<file path="src/rtl/pc_fetch_unit_if.sv">
// Fetch-stage bundle: PC control inputs, instruction-memory port, IF/ID register
// outputs and debug status. The slave modport is the fetch unit.
interface pc_fetch_unit_if;
    logic [1:0]  Pcsrc;
    logic        Condep;
    logic [31:0] BrTarget;
    logic [25:0] JTarget;
    logic        Stall;
    logic [31:0] IMemData;
    logic [31:0] IMemAddr;
    logic [31:0] IfId_Instr;
    logic [31:0] IfId_Pc4;
    logic        IfId_Valid;
    logic        IdEx_Flush;
    logic [15:0] FlushCnt;
    logic        Err;

    modport master (
        output Pcsrc, Condep, BrTarget, JTarget, Stall, IMemData,
        input  IMemAddr, IfId_Instr, IfId_Pc4, IfId_Valid, IdEx_Flush, FlushCnt, Err
    );

    modport slave (
        input  Pcsrc, Condep, BrTarget, JTarget, Stall, IMemData,
        output IMemAddr, IfId_Instr, IfId_Pc4, IfId_Valid, IdEx_Flush, FlushCnt, Err
    );
endinterface

</file>
<file path="src/rtl/pc_fetch_unit.sv">
// Instruction-fetch stage: program counter, instruction-memory address and IF/ID register,
// with branch/jump redirects, load-use stalls, bubble insertion, redirect count and sticky error.
module pc_fetch_unit #(
    parameter logic [31:0] RESET_PC = 32'h0000_0000
) (
    input logic            clk,
    input logic            rst,
    pc_fetch_unit_if.slave fetch
);
    localparam logic [1:0] SEL_RSVD   = 2'b01;
    localparam logic [1:0] SEL_BRANCH = 2'b10;
    localparam logic [1:0] SEL_JUMP   = 2'b11;

    logic [31:0] pc_p0;
    logic [31:0] instr_p1;
    logic [31:0] pc4_p1;
    logic        vld_p1;
    logic [15:0] flush_cnt;
    logic        err;

    logic [31:0] pc_plus4;
    logic [31:0] jump_target;
    logic        take_branch;
    logic        take_jump;
    logic        redirect;
    logic        proto_err;

    function automatic logic [15:0] sat_inc(input logic [15:0] value);
        return (value == 16'hFFFF) ? value : value + 16'd1;
    endfunction

    // A jump held in ID by a stall waits; a branch wins over the stall because
    // the stalled ID instruction is on the wrong path anyway.
    always_comb begin
        pc_plus4    = pc_p0 + 32'd4;
        jump_target = {pc4_p1[31:28], fetch.JTarget, 2'b00};
        take_branch = (fetch.Pcsrc == SEL_BRANCH);
        take_jump   = (fetch.Pcsrc == SEL_JUMP) && !fetch.Stall;
        redirect    = take_branch || take_jump;
        proto_err   = (fetch.Pcsrc == SEL_RSVD)
                    || (take_branch && fetch.Condep)
                    || (!fetch.Condep && !take_branch);
    end

    // Stage boundary: PC (p0) feeds IMemAddr; IF/ID (p1) captures fetched instruction
    always_ff @(posedge clk) begin
        if (rst) begin
            pc_p0     <= RESET_PC;
            instr_p1  <= '0;
            pc4_p1    <= '0;
            vld_p1    <= 1'b0;
            flush_cnt <= '0;
            err       <= 1'b0;
        end else begin
            if (proto_err) begin
                err <= 1'b1;
            end
            if (redirect) begin
                pc_p0     <= take_branch ? fetch.BrTarget : jump_target;
                instr_p1  <= '0;
                pc4_p1    <= '0;
                vld_p1    <= 1'b0;
                flush_cnt <= sat_inc(flush_cnt);
            end else if (!fetch.Stall) begin
                pc_p0    <= pc_plus4;
                instr_p1 <= fetch.IMemData;
                pc4_p1   <= pc_plus4;
                vld_p1   <= 1'b1;
            end
        end
    end

    assign fetch.IMemAddr   = pc_p0;
    assign fetch.IfId_Instr = instr_p1;
    assign fetch.IfId_Pc4   = pc4_p1;
    assign fetch.IfId_Valid = vld_p1;
    assign fetch.IdEx_Flush = !fetch.Condep && !rst;
    assign fetch.FlushCnt   = flush_cnt;
    assign fetch.Err        = err;
endmodule

</file>
<file path="src/flat_wrapper.sv">
// flat-port wrapper written by rule: the top's interface ports become plain ports
module pc_fetch_unit_flat 
#(
    parameter logic [31:0] RESET_PC = 32'h0000_0000
)
  (clk, rst, fetch_Pcsrc, fetch_Condep, fetch_BrTarget, fetch_JTarget, fetch_Stall, fetch_IMemData, fetch_IMemAddr, fetch_IfId_Instr, fetch_IfId_Pc4, fetch_IfId_Valid, fetch_IdEx_Flush, fetch_FlushCnt, fetch_Err);
  pc_fetch_unit_if fetch_i ();
  input logic clk;
  input logic rst;
  input wire logic [$bits(fetch_i.Pcsrc)-1:0] fetch_Pcsrc;
  input wire logic [$bits(fetch_i.Condep)-1:0] fetch_Condep;
  input wire logic [$bits(fetch_i.BrTarget)-1:0] fetch_BrTarget;
  input wire logic [$bits(fetch_i.JTarget)-1:0] fetch_JTarget;
  input wire logic [$bits(fetch_i.Stall)-1:0] fetch_Stall;
  input wire logic [$bits(fetch_i.IMemData)-1:0] fetch_IMemData;
  output wire logic [$bits(fetch_i.IMemAddr)-1:0] fetch_IMemAddr;
  output wire logic [$bits(fetch_i.IfId_Instr)-1:0] fetch_IfId_Instr;
  output wire logic [$bits(fetch_i.IfId_Pc4)-1:0] fetch_IfId_Pc4;
  output wire logic [$bits(fetch_i.IfId_Valid)-1:0] fetch_IfId_Valid;
  output wire logic [$bits(fetch_i.IdEx_Flush)-1:0] fetch_IdEx_Flush;
  output wire logic [$bits(fetch_i.FlushCnt)-1:0] fetch_FlushCnt;
  output wire logic [$bits(fetch_i.Err)-1:0] fetch_Err;
  assign fetch_i.Pcsrc = fetch_Pcsrc;
  assign fetch_i.Condep = fetch_Condep;
  assign fetch_i.BrTarget = fetch_BrTarget;
  assign fetch_i.JTarget = fetch_JTarget;
  assign fetch_i.Stall = fetch_Stall;
  assign fetch_i.IMemData = fetch_IMemData;
  assign fetch_IMemAddr = fetch_i.IMemAddr;
  assign fetch_IfId_Instr = fetch_i.IfId_Instr;
  assign fetch_IfId_Pc4 = fetch_i.IfId_Pc4;
  assign fetch_IfId_Valid = fetch_i.IfId_Valid;
  assign fetch_IdEx_Flush = fetch_i.IdEx_Flush;
  assign fetch_FlushCnt = fetch_i.FlushCnt;
  assign fetch_Err = fetch_i.Err;
  pc_fetch_unit #(.RESET_PC(RESET_PC)) u_core (.clk(clk), .rst(rst), .fetch(fetch_i));
endmodule
</file>
<file path="config.mk">
export PLATFORM = sky130hd
export DESIGN_NAME = pc_fetch_unit_flat
export DESIGN_NICKNAME = d
export VERILOG_FILES = /design/src/rtl/pc_fetch_unit_if.sv /design/src/rtl/pc_fetch_unit.sv /design/src/flat_wrapper.sv
export SDC_FILE = /design/constraint.sdc
export NUM_CORES = 1
export LEC_CHECK = 0
export ABC_CLOCK_PERIOD_IN_PS = 2400
export BUFFER_PORTS_ARGS = -buffer_cell sky130_fd_sc_hd__clkbuf_2
export CAP_MARGIN = 10
export CORE_MARGIN = 2
export CORE_UTILIZATION = 50
export DETAILED_ROUTE_END_ITERATION = 8
export PLACE_DENSITY = 0.79
export RECOVER_POWER = 25
export SLEW_MARGIN = 20
export SYNTH_ARGS = -nofsm -noshare
export SYNTH_HDL_FRONTEND = slang
export SYNTH_SLANG_ARGS = --single-unit
</file>
<file path="constraint.sdc">
create_clock -name clk -period 2.4 [get_ports clk]
set_input_delay 0 -clock clk [delete_from_list [all_inputs] [get_ports clk]]
set_output_delay 0 -clock clk [all_outputs]
set_load 0.02 [all_outputs]
</file>
==> results of run 1 <==
## flip-flops by register name, summed over array words and instances, names as in the netlist
| name | count |
|---|---|
| u_core.fetch.Err | 1 |
| u_core.fetch.IfId_Instr | 32 |
| u_core.fetch.FlushCnt | 16 |
| u_core.fetch.IfId_Pc4 | 32 |
| u_core.fetch.IfId_Valid | 1 |
| u_core.fetch.IMemAddr | 32 |
## where the power goes
group | internal [W] | switching [W] | total [W]
Combinational | 0.000340 | 0.000494 | 0.000835
Sequential | 0.00199 | 0.000123 | 0.00212
Clock | 0.00185 | 0.000870 | 0.00272
Total | 0.00419 | 0.00149 | 0.00568
## kinds of logic (layout without fill, tap and decap cells)
logic type                 count (synthesis)  in the layout
AOI/OAI and AO/OA                        186            186
xor gates and xnor gates                  39             39
adders and majority gates                  2              2
buffers and inverters                     61            320
DFF                                      114            114
muxes                                     38             38
and+or+nand+nor                          241            241
## synth_stat cells (3+ instances only)
master	instances	area share, %
and3_1	13	1.4
clkbuf_1	31	2.1
buf_1	4	0.27
buf_2	13	1.2
nor2_1	94	6.2
nor3_1	15	1.3
mux2i_1	38	6.7
nor4_1	9	1.0
nand3_1	25	2.2
o211ai_1	5	0.66
o22ai_1	10	1.1
xnor2_1	17	2.6
a211oi_1	11	1.5
xor2_1	22	3.4
inv_1	10	0.66
nand2_1	41	2.7
nand2b_1	6	0.66
o21a_1	3	0.40
a31o_2	3	0.46
a31oi_1	5	0.55
a21oi_1	57	5.0
o211a_1	3	0.53
o21ai_0	59	5.2
nand4_4	3	1.1
nand4_1	9	1.0
dfxtp_1	114	40
and4_1	4	0.62
o2bb2ai_1	6	0.93
## stage by stage
stage	total power [W]	hold WS [ps]	cell area [um2]	util [%]
final	0.00568	13.2	7890	72.1
after global routing	0.00587	40.8	7890	72.1
after CTS	0.00568	7.83	7950	72.7
after detailed placement	0.00291	238	6820	62.4
after global placement	0.00289	231	6820	62.4
after floorplan	0.00260	74.9	5660	-
## worst reg2reg max path: cells and delay by family (launching register included)
kind | cells | cell delay [ps]
AO/OA/AOI/OAI | 2 | 470
adder cells (fa/ha/maj) | 1 | 330
AND/OR/NAND/NOR | 3 | 840
flip-flops | 1 | 440
## final cells by class
cell class / count / share of cell area, %
flip-flops and latches: 114 / 28.9
inverters: 11 / 0.524
well taps: 140 / 2.22
clock buffers: 20 / 5.66
clock inverters: 11 / 2.35
repair buffers: 278 / 20.7
multi-input cells: 506 / 39.6
## worst max path at each step
stage                                            to                      start
after floorplan            u_core.fetch.FlushCnt[1]  u_core.fetch.FlushCnt[11]
after global placement    u_core.fetch.IMemAddr[18]   u_core.fetch.IMemAddr[2]
after detailed placement  u_core.fetch.IMemAddr[18]   u_core.fetch.IMemAddr[2]
after CTS                 u_core.fetch.IMemAddr[26]   u_core.fetch.IMemAddr[2]
after global routing      u_core.fetch.IMemAddr[18]   u_core.fetch.IMemAddr[2]
final                     u_core.fetch.IMemAddr[26]   u_core.fetch.IMemAddr[2]
## what timing repair did
| action | in CTS | in global routing |
|---|---|---|
| hold endpoints to repair | 45 | 0 |
| hold buffers | 50 | 0 |
| setup buffers | 0 | 0 |
## per-layer routing
layer | up-vias | routed length, um | global-route usage, %
met3 | 57 | 1870 | 10.1
li1 | 2936 | - | -
met5 | - | 0 | 0
met1 | 2895 | 7750 | 38.5
met4 | 0 | 609 | 14.5
met2 | 300 | 9640 | 55.8
==> results.toml, run 1 <==
[setup_path]
reg2reg_depth = 6
cp-end-kind = "flop"
reg2reg_from = "u_core.fetch.IMemAddr[2]"
critPathKind = "reg2reg"
cp_num_buf_inv = 0
cp_max_fo = 10
cp-start-kind = "flop"
crit_family = "simple AND/OR/NAND/NOR gates"
crit_chain = "ha_1 > nand3_1 > nor2_2 > and4_1 > o21ai_0 > a221oi_1"
regToRegSetupSlack_ps = 210
slowest_delay_ps = 440
cp_num_cells = 6
arrival_ps = 2490
worstPathRequired_ps = 2700
slowest_stage = "dfxtp_1"
rr_endpoint = "u_core.fetch.IMemAddr[26]"

[logic_synthesis]
synth_cell_types = 65
async_flop_share_pct = 0
synth_compound_area_share_pct = 19.9
synth_cells = 681
synth-seq-cells = 114
synth-seq-area-share_pct = 40.4
synthAdderAreaFrac_pct = 0.442
synth-main-ff-cell = "dfxtp_1"
syn-cell-area_um2 = 5660
synth_xor_area_share_pct = 6.04
avgSynthCellArea_um2 = 8.30
synth_edf_count = 0
yosys.area_share.simple_pct = 22.0
synth_top_family_by_area = "simple AND/OR/NAND/NOR gates"
yosys_warnings = 0
syn-num-nets = 779
synth.area.mux_share_pct = 6.73

[global_route]
track_usage_pct = 33.0
grt_max_degree = 39
first_global_vias = 6115
grt-ovfl-total = 0
antenna_found_initial = 0
grt_pass1_wl_um = 30900

[clocking]
htreeDepth = 4
tritoncts = "yes"
ctsRootBufferMaster = "clkbuf_16"
clk_latency_ps = 410
numCtsBuffers = 17
clk_pin_slew_ps = 50
cts_resized = 0
cts_buffer_depth = 2
clock_sinks = 114

[layout]
fill_cells = 867
fin_nets = 1026
final_common_cell = "clkbuf_2"
diodes = 0
instances_no_fill = 1080
drive_gt1_share_pct = 23.9
regArea_um2 = 2280
area_growth_pct = 39.4
multi_input_area_um2 = 3120
final_cell_mix = "154 x clkbuf_2, 114 x dfxtp_1, 94 x nor2_1"

[timing]
finalSetupTns_ps = 0
fin_ws_ps = 208
tightest_slew_ps = 855
maxSlewViolCount = 0
post-route-period-util_pct = 91.3
rsz0062_at_grt = "no"
setup_viol = 0
hold_viol = 0
maxSlewHeadroom_pct = 43.0
fmax_ghz = 0.456
clock_skew_ps = 5.91
min_period_ps = 2190

[place]
place_ws_ps = 388
place_congestion = 0.914
io_buffers = 210
dp_hpwl_um = 13400
dp.cells = 999

[outcome]
status = "finished clean"

[floorplanning]
fp.dieH_um = 110
die_area_um2 = 12200
die_x_um = 110
rows = 38
initial_core_util_pct = 51.7
core_um2 = 10900
ios = 211

[routing]
viasPerCell = 5.73
drc = 0
finalWirelength_um = 19900
drtAntennaViolNets = 0
first_iter_violations = 421
num_vias = 6188
wl_per_cell_um = 18.4
dr.pass1.iters = 5

[power]
irDropWorstVdd_uv = 466
p_leak_nw = 3.36
power_density_nw_per_um2 = 720

[job]
drv_cap = 0

[min_path]
holdPathStages = 4
hp-start = "fetch_BrTarget[21]"
min_to = "u_core.fetch.IMemAddr[21]"
hold_class = "in2reg"
No activity file was read; power rests on OpenSTA's default activity.
==> run 2: changes to the inputs <==
Settings changed: HOLD_SLACK_MARGIN set to 0.12, SETUP_SLACK_MARGIN set to 0.5.
==> run 2 against run 1 <==
- count of clock-buffer cells in the layout unchanged
- maximum frequency up 17%
- total power up 1.6%
- setup slack gained 320 ps
- sequential power hardly changed
- wire length increased by 6.3%
- critical path depth decreased by 1
- clock power barely moved
==> results.toml, run 2 (synthesis gave the netlist of run 1 again) <==
[outcome]
status = "finished clean"

[setup_path]
slowest_delay_ps = 490
slowest_stage = "dfxtp_1"
critPathKind = "reg2reg"
cp-startpoint = "u_core.fetch.IMemAddr[12]"
cp-start-kind = "flop"
cp-end-kind = "flop"
worstPathRequired_ps = 2700
rr_endpoint = "u_core.fetch.IMemAddr[26]"
regToRegSetupSlack_ps = 530
reg2reg_from = "u_core.fetch.IMemAddr[12]"
arrival_ps = 2180
crit_end = "u_core.fetch.IMemAddr[26]"
crit_chain = "nand3_2 > nor3_4 > and4_1 > o21ai_0 > a221oi_1"
cp_max_fo = 6
reg2reg_depth = 5

[routing]
drc = 0
viasPerCell = 5.82
num_vias = 6525
drtAntennaViolNets = 0
dr.pass1.iters = 5
first_iter_violations = 609
finalWirelength_um = 21100
wl_per_cell_um = 18.8

[clocking]
clock_sinks = 114
htreeDepth = 4
clk_pin_slew_ps = 60
clk_latency_ps = 410
tritoncts = "yes"
cts_buffer_depth = 2
ctsRootBufferMaster = "clkbuf_16"
numCtsBuffers = 17

[global_route]
track_usage_pct = 34.0
antenna_found_initial = 0
grt_max_degree = 39
grt.busiest_layer = "met2"
grt_pass1_wl_um = 31900
grt_use_met1_pct = 39.6
grt_use_met2_pct = 57.5
grtUsageMet3_pct = 9.94
grt-ovfl-total = 0
first_global_vias = 6336

[power]
power_density_nw_per_um2 = 685
p_leak_nw = 3.62
irDropWorstVdd_uv = 496

[timing]
fmax_ghz = 0.534
finalSetupTns_ps = 0
post-route-period-util_pct = 78.0
rsz0062_at_grt = "no"
min_period_ps = 1870
tightest_slew_ps = 756
maxSlewViolCount = 0
setup_viol = 0
maxSlewHeadroom_pct = 49.4
clock_skew_ps = 5.90
hold_viol = 0

[layout]
final_cell_mix = "152 x clkbuf_2, 96 x dfxtp_1, 93 x nor2_1"
fin_nets = 1067
regArea_um2 = 2300
multi_input_area_um2 = 3260
final_common_cell = "clkbuf_2"
drive_gt1_share_pct = 27.2
instances_no_fill = 1121
diodes = 0
area_growth_pct = 48.9
fill_cells = 776

[floorplanning]
core_um2 = 10900
ios = 211
die_area_um2 = 12200
fp.dieH_um = 110
die_x_um = 110
initial_core_util_pct = 51.7
rows = 38

[place]
place_congestion = 0.914
dp_hpwl_um = 13400
io_buffers = 210
dp.cells = 999

[min_path]
hold_class = "in2reg"

[job]
drv_cap = 0
-- run 2: cell type report --
type	instances	share of cell area, %
Multi-Input combinational cell	507	38.7
Sequential cell	114	27.4
Timing Repair Buffer	318	23.8
Clock buffer	20	5.31
Clock inverter	11	2.20
Tap cell	140	2.08
Inverter	11	0.490
-- run 2: how the worst min path moves through the flow --
| stage | startpoint | endpoint | slack [ps] | cells after the start |
|---|---|---|---|---|
| 2_1_floorplan | fetch_Condep | fetch_IdEx_Flush | 70 | 1 |
| 3_3_place_gp | fetch_IMemData[26] | u_core.fetch.IfId_Instr[26] | 230 | 3 |
| 3_5_place_dp | fetch_IMemData[17] | u_core.fetch.IfId_Instr[17] | 240 | 3 |
| 4_1_cts | fetch_JTarget[25] | u_core.fetch.IMemAddr[27] | 130 | 4 |
| 5_1_grt | fetch_JTarget[25] | u_core.fetch.IMemAddr[27] | 170 | 4 |
| 6_report | fetch_JTarget[25] | u_core.fetch.IMemAddr[27] | 120 | 4 |
-- run 2: stage by stage --
| stage | area, um2 | hold slack, ps | total power (W) | setup slack, ps | util [%] |
|---|---|---|---|---|---|
| after floorplan | 5660 | 74.9 | 0.00260 | 527 | - |
| after global placement | 6820 | 231 | 0.00289 | 466 | 62.4 |
| after detailed placement | 6820 | 238 | 0.00291 | 388 | 62.4 |
| after CTS | 8330 | 128 | 0.00573 | 450 | 76.2 |
| after global routing | 8420 | 167 | 0.00594 | 415 | 77.0 |
| final | 8420 | 119 | 0.00577 | 528 | 77.0 |
-- run 2: worst max-delay path: cells and delay by family (launching register included) --
kind	cells	cell delay, ps
compound gates	2	430
flops	1	490
simple gates	3	830
-- run 2: where the power goes --
part           leakage (nW)  switching [W]  internal, W
Clock                 0.306       0.000887      0.00185
Sequential            0.940       0.000136      0.00200
Combinational          2.37       0.000510     0.000381
Total                  3.62        0.00153      0.00423
-- run 2: layer usage --
layer	routed length, um	vias up
met2	10100	377
met1	8030	3026
li1	-	3024
met5	0	-
met4	917	0
met3	2090	98
-- run 2: repair_timing --
action | 4_1_cts | 5_1_grt
endpoints found under the hold margin | 78 | 0
pin swaps | 1 | 7
gates resized for setup | 12 | 32
hold buffers | 81 | 0
buffers inserted | 2 | 7
gates cloned | 0 | 1
endpoints found under the setup margin | 17 | 42
==> run 3: changes to the inputs <==
Settings changed: ABC_CLOCK_PERIOD_IN_PS 2400 to 1800.
Clock period 2.4 ns to 1.8 ns, I/O delays scaled along.
==> run 3 against run 2 <==
- the flow now stops in global routing
- synthesized cell count did not move
- area after synthesis did not move
==> results.toml, run 3 <==
[clocking]
htreeDepth = 4
numCtsBuffers = 17
cts_buffer_depth = 2
clock_sinks = 114
ctsRootBufferMaster = "clkbuf_16"

[floorplanning]
initial_core_util_pct = 51.7
ios = 211
fp.dieH_um = 110
die_x_um = 110
rows = 38

[outcome]
haltStage = "global routing"
status = "did not finish"
run.stop_error = "[ERROR GRT-0232] Routing congestion too high. Check the congestion heatmap in the GUI."

[logic_synthesis]
synthTopCellsByCount = "114 x dfxtp_1, 94 x nor2_1, 59 x o21ai_0"
synth_edf_count = 0
avgSynthCellArea_um2 = 8.30
yosys_warnings = 0
synth_cell_types = 65
synth_most_common_cell = "dfxtp_1"
async_flop_share_pct = 0
synth_cells = 681
synth-main-ff-cell = "dfxtp_1"
syn-cell-area_um2 = 5660
synth_top_cell_by_area = "dfxtp_1"
yosys.area.top_type_share_pct = 40.4
synthTopCellsByArea = "dfxtp_1 40%, mux2i_1 6.7%, nor2_1 6.2%"
syn-num-nets = 779
synth-seq-area-share_pct = 40.4
synth-seq-cells = 114

[global_route]
track_usage_pct = 76.6
grt_max_degree = 53
antenna_found_initial = 2
grt-ovfl-total = 54

[place]
dp.cells = 1014
io_buffers = 210
place_ws_ps = 71.0
place_congestion = 0.877
dp_hpwl_um = 14100

[timing]
endpoint_type = "register input"
crit_endpoint = "u_core.fetch.FlushCnt[5]$_SDFFE_PP0P_/D"
run 3: cell counts after synthesis:
No cell type changed its count.
run 3: logic make-up after synthesis:
kind of cell / share of synthesized area [%]
adder cells (fa/ha/maj): 0.442
AO/OA/AOI/OAI: 19.9
buffers and inverters: 4.47
flip-flops: 40.4
multiplexers: 6.73
AND/OR/NAND/NOR: 22.0
XOR/XNOR: 6.04
run 3: through the flow:
stage | cell area [um2] | hold slack [ps]
global placement | 7300 | 230
CTS | 9670 | 122
floorplan | 6030 | 74.9
detailed placement | 7300 | 240
run 3: metal layers:
metal	GRT overflow	GRT usage [%]
met3	1	63.1
met4	31	79.2
met1	0	75.2
met5	0	28.6
met2	22	91.7
run 3: repair_timing:
action / CTS
resized for setup: 94
buffers inserted: 60
hold buffers: 85
endpoints found under the hold margin: 76
pin swaps: 85
endpoints found under the setup margin: 63
==> run 4: changes to the inputs <==
Settings changed: CORE_UTILIZATION 50 to 40, HOLD_SLACK_MARGIN 0.12 to unset, PLACE_DENSITY 0.79 to unset, PLACE_DENSITY_LB_ADDON set to 0.15, SETUP_SLACK_MARGIN 0.5 to unset.
==> run 4 against run 3 <==
- the run now ends clean
==> results.toml, run 4 (synthesis gave the netlist of run 1 again) <==
[global_route]
track_usage_pct = 27.1
grt-ovfl-total = 0
antenna_found_initial = 1
grt_pass1_wl_um = 31400
grt_max_degree = 62
first_global_vias = 6203

[setup_path]
cp_max_fo = 3
worstPathRequired_ps = 2070
slowest_stage = "dfxtp_1"
cp-end-kind = "flop"
crit_chain = "ha_2 > nand3_2 > nor3_2 > and3_1 > mux2i_1 > a221oi_1"
regToRegSetupSlack_ps = 60
critPathKind = "reg2reg"
reg2reg_from = "u_core.fetch.IMemAddr[3]"
slowest_delay_ps = 400
arrival_ps = 2020
reg2reg_depth = 6
rr_endpoint = "u_core.fetch.IMemAddr[18]"
cp-start-kind = "flop"

[layout]
final_cell_mix = "153 x clkbuf_2, 102 x dfxtp_1, 94 x nor2_1"
diodes = 0
area_growth_pct = 48.7
fin_nets = 1081
final_common_cell = "clkbuf_2"
final_cell_area_um2 = 8410
drive_gt1_share_pct = 29.6

[floorplanning]
die_x_um = 123
core_um2 = 13800
die_area_um2 = 15100
rows = 43
fp.dieH_um = 123
initial_core_util_pct = 40.9
ios = 211

[power]
power_switching_w = 0.00201
pwr-share-clk_pct = 44.7
p_comb_share_pct = 17.2
irDropWorstVdd_uv = 567
switching_share_pct = 27.6
internal_power_w = 0.00527
p_leak_nw = 3.67
power_density_nw_per_um2 = 865
seqPwrFrac_pct = 38.1

[timing]
clock_skew_ps = 13.8
rsz0062_at_grt = "yes"
hold_viol = 0
fmax_ghz = 0.573
post-route-period-util_pct = 96.9
tightest_slew_ps = 633
fin_ws_ps = 55.4
maxSlewViolCount = 0
min_period_ps = 1740
setup_viol = 0
maxSlewHeadroom_pct = 57.7

[clocking]
ctsRootBufferMaster = "clkbuf_16"
htreeDepth = 4
cts_buffer_depth = 2
clk_latency_ps = 420
clk_pin_slew_ps = 60
clock_sinks = 114
tritoncts = "yes"
numCtsBuffers = 17

[routing]
viasPerCell = 5.39
num_vias = 6335
wl_per_cell_um = 17.5
dr.pass1.iters = 5
finalWirelength_um = 20600
drtAntennaViolNets = 0
first_iter_violations = 527
drc = 0

[min_path]
holdPathStages = 4
hold_class = "in2reg"
hp-start = "fetch_BrTarget[14]"
min_to = "u_core.fetch.IMemAddr[14]"

[place]
io_buffers = 210
dp_hpwl_um = 14500
placed_area_um2 = 7250
place_congestion = 0.929
place_ws_ps = 24.0

[outcome]
status = "finished clean"

[job]
drv_cap = 0
[run 4: critical path: cells and delay by family, from the launching register on]
kind	cells	cell delay (ps)
adder cells (fa/ha/maj)	1	240
AO/OA/AOI/OAI	1	100
multiplexers	1	240
AND/OR/NAND/NOR	3	620
flip-flops	1	400
[run 4: repair_timing]
action / in CTS / in global routing
endpoints found under the setup margin: 0 / 17
endpoints found under the hold margin: 51 / 0
setup buffers: 0 / 3
hold buffers: 55 / 0
resized for setup: 0 / 16
[run 4: metrics by stage]
stage,instances,hold WS (ps),setup TNS (ps),util (%),power (W)
floorplan,681,74.9,0,-,0.00347
global placement,1086,229,0,52.5,0.00395
detailed placement,1086,239,0,52.5,0.00397
global route,1175,9.03,-13.5,60.8,0.00757
finish,1175,11.0,0,60.8,0.00728
CTS,1172,4.26,0,60.6,0.00733
[run 4: final cells by class]
| class | instances | area (um2) |
|---|---|---|
| well taps | 180 | 225 |
| clock buffers | 21 | 460 |
| inverters | 11 | 41.3 |
| flip-flops and latches | 114 | 2300 |
| clock inverters | 10 | 110 |
| repair buffers | 333 | 2070 |
| fillers | 1217 | 5420 |
| multi-input cells | 506 | 3210 |
[run 4: per-layer routing]
metal  part of all wire [%]  global-route usage, %
met5                  0.039                      0
met4                    2.0                   9.84
met3                    9.0                   7.84
met2                     50                   47.4
met1                     39                   31.3
[run 4: how the worst max path moves through the flow]
stage	to	cells past startpoint	from	slack, ps
floorplan	u_core.fetch.FlushCnt[13]	6	u_core.fetch.FlushCnt[3]	6
global placement	u_core.fetch.IMemAddr[22]	6	u_core.fetch.IMemAddr[2]	70
detailed placement	u_core.fetch.FlushCnt[1]	5	u_core.fetch.FlushCnt[14]	20
CTS	u_core.fetch.FlushCnt[1]	6	u_core.fetch.FlushCnt[1]	10
global route	u_core.fetch.IMemAddr[25]	5	u_core.fetch.IMemAddr[6]	-7
finish	u_core.fetch.IMemAddr[18]	6	u_core.fetch.IMemAddr[3]	60
[run 4: power by group through the flow]
stage | logic, W | clock network (W) | registers, W
3_5_place_dp | 0.00115 | 0 | 0.00282
6_report | 0.00125 | 0.00325 | 0.00278
4_1_cts | 0.00125 | 0.00331 | 0.00277
3_3_place_gp | 0.00113 | 0 | 0.00282
2_1_floorplan | 0.000482 | 0 | 0.00299
5_1_grt | 0.00135 | 0.00343 | 0.00279
